## src/rtl/pipe_ctrl_pkg.sv

```systemverilog
// Shared constants for the pipeline control unit: exception codes, stall vectors, FSM encoding.
package pipe_ctrl_pkg;

    localparam logic [31:0] EXC_INT          = 32'h0000_0001;
    localparam logic [31:0] EXC_SYSCALL      = 32'h0000_0008;
    localparam logic [31:0] EXC_INST_INVALID = 32'h0000_000a;
    localparam logic [31:0] EXC_TRAP         = 32'h0000_000d;
    localparam logic [31:0] EXC_OV           = 32'h0000_000c;
    localparam logic [31:0] EXC_ERET         = 32'h0000_000e;

    // bit0 PC, 1 IF, 2 ID, 3 EX, 4 MEM, 5 WB
    localparam logic [5:0] STALL_NONE = 6'b000000;
    localparam logic [5:0] STALL_ID   = 6'b000111;
    localparam logic [5:0] STALL_EX   = 6'b001111;
    localparam logic [5:0] STALL_MEM  = 6'b011111;

    typedef enum logic {
        ST_IDLE = 1'b0,
        ST_PEND = 1'b1
    } state_e;

    function automatic logic [5:0] stall_merge(
        input logic req_if,
        input logic req_id,
        input logic req_ex,
        input logic req_mem
    );
        logic [5:0] s;
        if (req_mem)                 s = STALL_MEM;
        else if (req_ex)             s = STALL_EX;
        else if (req_id || req_if)   s = STALL_ID;
        else                         s = STALL_NONE;
        return s;
    endfunction

endpackage

```

## src/rtl/pipe_ctrl.sv

```systemverilog
// Merges stage stall requests into the pipeline stall vector and turns MEM exceptions into a single flush.
// Exceptions raised during an in-flight bus access are held in PEND until the access completes.
module pipe_ctrl
    import pipe_ctrl_pkg::*;
#(
    parameter logic [31:0] EXC_VECTOR = 32'h0000_0020,
    parameter logic [15:0] WDOG_LIMIT = 16'd1024
) (
    input  logic        clk,
    input  logic        rst,
    input  logic        stallreq_if,
    input  logic        stallreq_id,
    input  logic        stallreq_ex,
    input  logic        stallreq_mem,
    input  logic [31:0] excepttype_i,
    input  logic [31:0] cp0_epc_i,
    output logic [5:0]  stall,
    output logic        flush,
    output logic [31:0] new_pc,
    output logic [15:0] stall_cnt,
    output logic        stall_timeout
);

    state_e      state_q, state_d;
    logic [31:0] exc_q, exc_d;
    logic [31:0] epc_q, epc_d;
    logic [15:0] cnt_q, cnt_d;
    logic        tmo_q, tmo_d;

    logic [5:0]  stall_int;
    logic        flush_int;
    logic [31:0] new_pc_int;

    function automatic logic [31:0] redirect(input logic [31:0] code, input logic [31:0] epc);
        return (code == EXC_ERET) ? epc : EXC_VECTOR;
    endfunction

    always_ff @(posedge clk) begin
        if (rst) begin
            state_q <= ST_IDLE;
            exc_q   <= '0;
            epc_q   <= '0;
            cnt_q   <= '0;
            tmo_q   <= 1'b0;
        end else begin
            state_q <= state_d;
            exc_q   <= exc_d;
            epc_q   <= epc_d;
            cnt_q   <= cnt_d;
            tmo_q   <= tmo_d;
        end
    end

    always_comb begin
        state_d = state_q;
        exc_d   = exc_q;
        epc_d   = epc_q;
        unique case (state_q)
            ST_IDLE: begin
                if (excepttype_i != '0 && stallreq_mem) begin
                    state_d = ST_PEND;
                    exc_d   = excepttype_i;
                    epc_d   = cp0_epc_i;
                end
            end
            ST_PEND: begin
                if (!stallreq_mem) state_d = ST_IDLE;
            end
            default: state_d = ST_IDLE;
        endcase
    end

    always_comb begin
        stall_int  = STALL_NONE;
        flush_int  = 1'b0;
        new_pc_int = '0;
        unique case (state_q)
            ST_IDLE: begin
                if (excepttype_i != '0 && !stallreq_mem) begin
                    flush_int  = 1'b1;
                    new_pc_int = redirect(excepttype_i, cp0_epc_i);
                end else if (excepttype_i != '0) begin
                    stall_int = STALL_MEM;
                end else begin
                    stall_int = stall_merge(stallreq_if, stallreq_id, stallreq_ex, stallreq_mem);
                end
            end
            ST_PEND: begin
                if (stallreq_mem) begin
                    stall_int = STALL_MEM;
                end else begin
                    flush_int  = 1'b1;
                    new_pc_int = redirect(exc_q, epc_q);
                end
            end
            default: ;
        endcase
    end

    // Counter tracks the run of held cycles; a flush cycle breaks the run.
    always_comb begin
        cnt_d = '0;
        if (stall_int != STALL_NONE && !flush_int)
            cnt_d = (cnt_q == 16'hFFFF) ? cnt_q : cnt_q + 16'd1;
        tmo_d = tmo_q | (cnt_q == WDOG_LIMIT);
    end

    assign stall         = rst ? STALL_NONE : stall_int;
    assign flush         = rst ? 1'b0       : flush_int;
    assign new_pc        = rst ? '0         : new_pc_int;
    assign stall_cnt     = rst ? '0         : cnt_q;
    assign stall_timeout = rst ? 1'b0       : tmo_q;

endmodule

```

## config.mk

```make
export PLATFORM = sky130hd
export DESIGN_NAME = pipe_ctrl
export DESIGN_NICKNAME = d
export VERILOG_FILES = /design/src/rtl/pipe_ctrl_pkg.sv /design/src/rtl/pipe_ctrl.sv
export SDC_FILE = /design/constraint.sdc
export NUM_CORES = 1
export LEC_CHECK = 0
export CORE_ASPECT_RATIO = 1.4
export CORE_MARGIN = 3
export CORE_UTILIZATION = 52
export DETAILED_ROUTE_END_ITERATION = 8
export GPL_ROUTABILITY_DRIVEN = 0
export GPL_TIMING_DRIVEN = 0
export PLACE_DENSITY_LB_ADDON = 0.1
export SLEW_MARGIN = 20
export SYNTH_ARGS = -nofsm -noshare
export SYNTH_HDL_FRONTEND = slang
export SYNTH_SLANG_ARGS = --single-unit
```

## constraint.sdc

```tcl
create_clock -name clk -period 2.2 [get_ports clk]
set_clock_uncertainty 0.1 [all_clocks]
set_input_delay 0.33 -clock clk [delete_from_list [all_inputs] [get_ports clk]]
set_output_delay 0.33 -clock clk [all_outputs]
set_load 0.01 [all_outputs]
```

== Word-level counts from Yosys, hierarchy flattened ==
Cells that the tools add are included.
Word-level totals
  flip-flop bits (word level): 82
  input bits: 70
  output and inout bits: 56
  logic and storage cells: 46
Cells by class
  $add $sub $neg: 1
  equal/unequal tests: 4
  multiplexer cells: 23
  bitwise operators: 3
  reduce and logical (&&, ||, !) cells: 10
Operator list (number)
  two-way mux 32 bit: 5
  equality test 32 x 4 -> 1 bit (second input constant): 2
  one-hot mux 32 bit (2 select lines): 1
  nonzero test 32 bit: 1
  two-way mux 5 bit: 4
  adder 16 x 1 -> 16 bit (second input constant): 1
  equality test 16 x 11 -> 1 bit (second input constant): 1
  equality test 16 bit (second input constant): 1
  two-way mux 16 bit: 1
  one-hot mux 6 bit (2 select lines): 1
  two-way mux 1 bit: 6
  two-way mux 6 bit: 1
  nonzero test 6 bit: 1
  two-way mux 4 bit: 1
  one-hot mux 1 bit (2 select lines): 2
  logical AND 1 bit: 3
  two-way mux 3 bit: 1
  logical NOT 1 bit: 2
  inverter 1 bit: 2
  AND reduction 2 bit: 1
  OR reduction 2 bit: 1
  logical OR 1 bit: 1
  OR 1 bit: 1

== Depth between registers and ports, before layout ==
  word-level depth: 11
  mapped depth: 7
  mapped depth without buffers: 5

== Least setup slack after synthesis ==
No wires, ideal clock.
  path kind: input port to output port
  from: input excepttype_i[1]
  to: output stall[1]
  data arrival time: 1.662 ns
  data required time: 1.770 ns
  setup slack: 0.108 ns
  stages on the path: 7
  buffers on the path: 3
  cells stage by stage: or3_1 -> buf_6 -> nor4_4 -> a31oi_4 -> buf_6 -> inv_1 -> buf_4
On the way
  cells in the longest elaborated chain, start to end: 5
  elaborated cells between the ends (all ways): 6
Ends and longest elaborated chain
  from (decl): line pipe_ctrl.sv:15  | input logic [31:0] excepttype_i,
  nonzero test 32 bit (*): line pipe_ctrl.sv:79, pipe_ctrl.sv:82
  two-way mux 5 bit / logical AND 1 bit (equally long branches): line pipe_ctrl.sv:82, pipe_ctrl.sv:79
  two-way mux 5 bit (*): line pipe_ctrl.sv:79  | if (excepttype_i != '0 && !stallreq_mem) begin
  one-hot mux 6 bit (2 select lines) (*): line pipe_ctrl.sv:77  | unique case (state_q)
  two-way mux 6 bit (*): line pipe_ctrl.sv:108  | assign stall = rst ? STALL_NONE : stall_int;
  to (decl): line pipe_ctrl.sv:17  | output logic [5:0] stall,
Mark *: on every way between the ends. The rest lies on a longest branch, timed or not. The select of a mux whose other input is x is not followed.

== Worst setup path after layout ==
  from: register exc_q[3]
  to: output new_pc[22]
On the way
  cells in the longest elaborated chain, start to end: 5
Ends and longest elaborated chain
  from (decl): line pipe_ctrl.sv:25  | logic [31:0] exc_q, exc_d;
  from (signal assigned): line pipe_ctrl.sv:41  | exc_q <= '0;
  from (signal assigned): line pipe_ctrl.sv:47  | exc_q <= exc_d;
  equality test 32 x 4 -> 1 bit: line pipe_ctrl.sv:35  | return (code == EXC_ERET) ? epc : EXC_VECTOR;
  two-way mux 32 bit: line pipe_ctrl.sv:35
  two-way mux 32 bit: line pipe_ctrl.sv:89  | if (stallreq_mem) begin
  one-hot mux 32 bit (2 select lines): line pipe_ctrl.sv:77
  two-way mux 32 bit: line pipe_ctrl.sv:110  | assign new_pc = rst ? '0 : new_pc_int;
  to (decl): line pipe_ctrl.sv:19  | output logic [31:0] new_pc,
Every way passes these cells.

==> metrics <==
outcome=finished with violations; violated checks=setup timing; Switching Power=1.09 mW; Tcrit/Tclk final=1.10; footprint of the multi-input gates=3780 sq um; Cell Chain, Critical Path=nor4b_2 > and4_4 > buf_6 > nand4_1 > a21oi_1 > buf_2; area of the mapped netlist=roughly 5600 sq um; final routed wire length divided by cell count=20.6 microns; area leader, netlist=sky130_fd_sc_hd__dfxtp_1; # fillers=751; placeable core region=~10000 sq um; post-synthesis register bit count=82; DRC violations left=0; Met1 Wirelength=7.51 mm; Die Outline Area=12100 sq um; dpl ws=-1250 ps; Unique masters post-synth=53; cell count after synthesis=724; clock power share=0.408; violation count after the first detailed-route iteration=roughly 960; worst hold path endpoint=exc_q[2]$_SDFFE_PP0P_; amount of wire on met2 after detailed routing=10.8 mm; count of port buffers added during placement=123; Sum Neg Setup Slack=-4900 ps; GRT Overall Usage=0.338; Final setup violation count=34; standard-cell row count=44; worst min-delay path class=in2reg; delay of the slowest cell on the worst path=between 300 and 400 ps; initial standard-cell utilization of the core=0.537; Power Density=514 nW/um^2; Final #Nets=963; worst r2r src=cnt_q[13]$_SDFFE_PP0P_; power share of the combinational group=0.183; total power after layout=4.05 mW; routed wl met3=approximately 1.9 mm; Inserted Diodes=0; worst-case setup margin in the final layout=-218 ps; number of global-route vias before repair=6668; largest fanout of any net on the critical path=10; worst hold slack across all endpoints=219 ps; yosys warns=0; final hold violation count=0; clock latency reported for the late side of the worst-skew pair=340 ps; clk buf depth=2; number of cells on the worst hold path=3; die boundary width=93.9 microns; average size of a mapped cell=7.76 sq um; grt ovf=0; routed vias/inst=6.72; remaining antenna violation count=0; final slew viol count=0; number of H-tree branching levels=3; worst endpoint required time=1770 ps; antenna violations before repair=0; Crit. End Element=output pin; count of vias placed by the detailed router=~7000; global-route wire length before repair=33.1 mm; Internal Power=between 2 and 3 mW; CP top delay family=simple AND/OR/NAND/NOR gates; nature of the critical path startpoint=register; cell at the root of the clock tree=sky130_fd_sc_hd__clkbuf_16; endpoint of the worst register-to-register path=cnt_q[1]$_SDFFE_PP0P_; TritonCTS clock tree=done; area growth from synthesis to final layout=40.1%; DPL Wire Length=around 14 mm; most frequent cells in the layout=sky130_fd_sc_hd__dfxtp_1 (79), sky130_fd_sc_hd__nor2b_1 (72), sky130_fd_sc_hd__nand4_1 (67); fmax=414 MHz; Flop pwr share=0.409; Post-Route Utilization=0.752; die height=129 microns; Pleak=3.26 nW; number of cells on the worst reg-to-reg path=6; Final Critical Period=2420 ps; area share of the largest cell type after synthesis=0.292; clock buffers created by TritonCTS=9; top-level port count=~130; number of max-cap violations=0; Clock transition at path regs=60 ps; worst hold start=excepttype_i[2]; tightest slew margin relative to the limit=0.619; switching part of the total=0.268; combined flip-flop and latch cell area=1650 sq um; transition time of the tightest slew-check pin=around 570 ps; detailed-router iteration count before antenna repair=8; CTS sink count=82; unrepaired setup endpoints after global routing=yes; Buf/Inv on CP=2; reg2reg setup slack=between 100 and 150 ps; pin count of the biggest net entering global routing=14; Worst Setup Path Type=reg2out; post-detailed-routing wire length=between 20 and 25 mm; fraction of the yosys area taken by sequential cells=0.292; slowest library cell on the worst path=sky130_fd_sc_hd__dfxtp_1; IR drop worst, VDD=about 0.52 mV; ranking of synthesized cells by area=sky130_fd_sc_hd__dfxtp_1 (29%), sky130_fd_sc_hd__nor2b_1 (8.4%), sky130_fd_sc_hd__nand4_1 (7.5%); arrival time of data at the critical path endpoint=about 2000 ps; most common library cell in the layout ignoring fill and taps=sky130_fd_sc_hd__dfxtp_1; top routing layer in use=met4; fraction of final layout cells with drive strength greater than 1=0.242; number of nets produced by synthesis=796; hold buffer count at cts=0
-- what timing repair did --
action	in CTS	in global routing
setup endpoints to repair	60	86
pin swaps	69	13
gates cloned	7	0
setup buffers	26	3
gates resized for setup	381	44
-- worst reg2reg max path, delay by kind of cell, from the launching register on --
| family | cells | cell delay [ps] |
|---|---|---|
| AND/OR/NAND/NOR | 3 | 850 |
| buffers and inverters | 2 | 520 |
| flip-flops | 1 | 310 |
| multiplexers | 1 | 180 |
-- registers in the layout, indices dropped and copies added, names as in the netlist --
register,cells
state_q,1
cnt_q,16
exc_q,32
tmo_q,1
epc_q,32
-- synthesized netlist by cell type, drive strengths merged --
cell type	count
or2	3
nor4b	2
mux2i	1
xnor2	2
nand2	4
nor2b	75
o31ai	5
nand3	7
o21ai	36
nand2b	33
o311ai	32
and4	5
nand4b	1
and3	62
a211oi	4
or3	6
dfxtp	82
conb	1
clkbuf	49
a31oi	2
a21oi	76
o21a	1
a41o	1
a31o	1
inv	9
nand4	69
o311a	1
buf	36
nor2	53
ha	2
nor3	8
a221o	29
nor4	19
nor3b	1
or4	5
nor4bb	1
-- cell type report --
type                            count  share of cell area
Sequential cell                    82               0.209
Tap cell                          138              0.0219
Inverter                            9             0.00461
Clock buffer                       11              0.0308
Timing Repair Buffer              159               0.173
Buffer                             82              0.0704
Multi-Input combinational cell    548               0.480
Clock inverter                      5             0.00986
-- logic make-up (layout without fill, tap and decap cells) --
family / count (synthesis) / in the layout / synth area share
AOI/OAI and AO/OA: 188 / 188 / 0.229
muxes: 1 / 1 / 0.00178
and+or+nand+nor: 354 / 354 / 0.390
adders and majority gates: 2 / 2 / 0.00445
DFF: 82 / 82 / 0.292
xor gates and xnor gates: 2 / 2 / 0.00312
buffers and inverters: 94 / 266 / 0.0784
other: 1 / 1 / 0.000667
-- routing by layer --
layer	up-vias	GRT usage
li1	3068	-
met1	3235	0.387
met2	519	0.599
met3	130	0.0602
met4	0	0.168
met5	-	0
-- per-stage QoR --
stage	area, sq um	std cells
global route	7870	1034
floorplan	5620	724
detailed placement	7020	985
CTS	7770	1032
global placement	7020	985
finish	7870	1034
-- power by group through the flow --
stage	clock network, mW	registers [mW]	logic [mW]
after floorplan	0	1.65	0.363
after global placement	0	1.66	0.608
after detailed placement	0	1.67	0.628
after CTS	1.65	1.65	0.697
after global routing	1.70	1.66	0.789
final	1.65	1.65	0.741
-- worst max-delay path by stage --
stage	startpoint	to	cells after the start
final	exc_q[3]$_SDFFE_PP0P_	new_pc[22]	6
after global routing	exc_q[22]$_SDFFE_PP0P_	new_pc[20]	6
after CTS	exc_q[22]$_SDFFE_PP0P_	new_pc[20]	6
after detailed placement	excepttype_i[4]	stall[3]	6
after global placement	excepttype_i[0]	stall[3]	6
after floorplan	excepttype_i[1]	stall[1]	7
No activity file was read; power rests on OpenSTA's default activity.
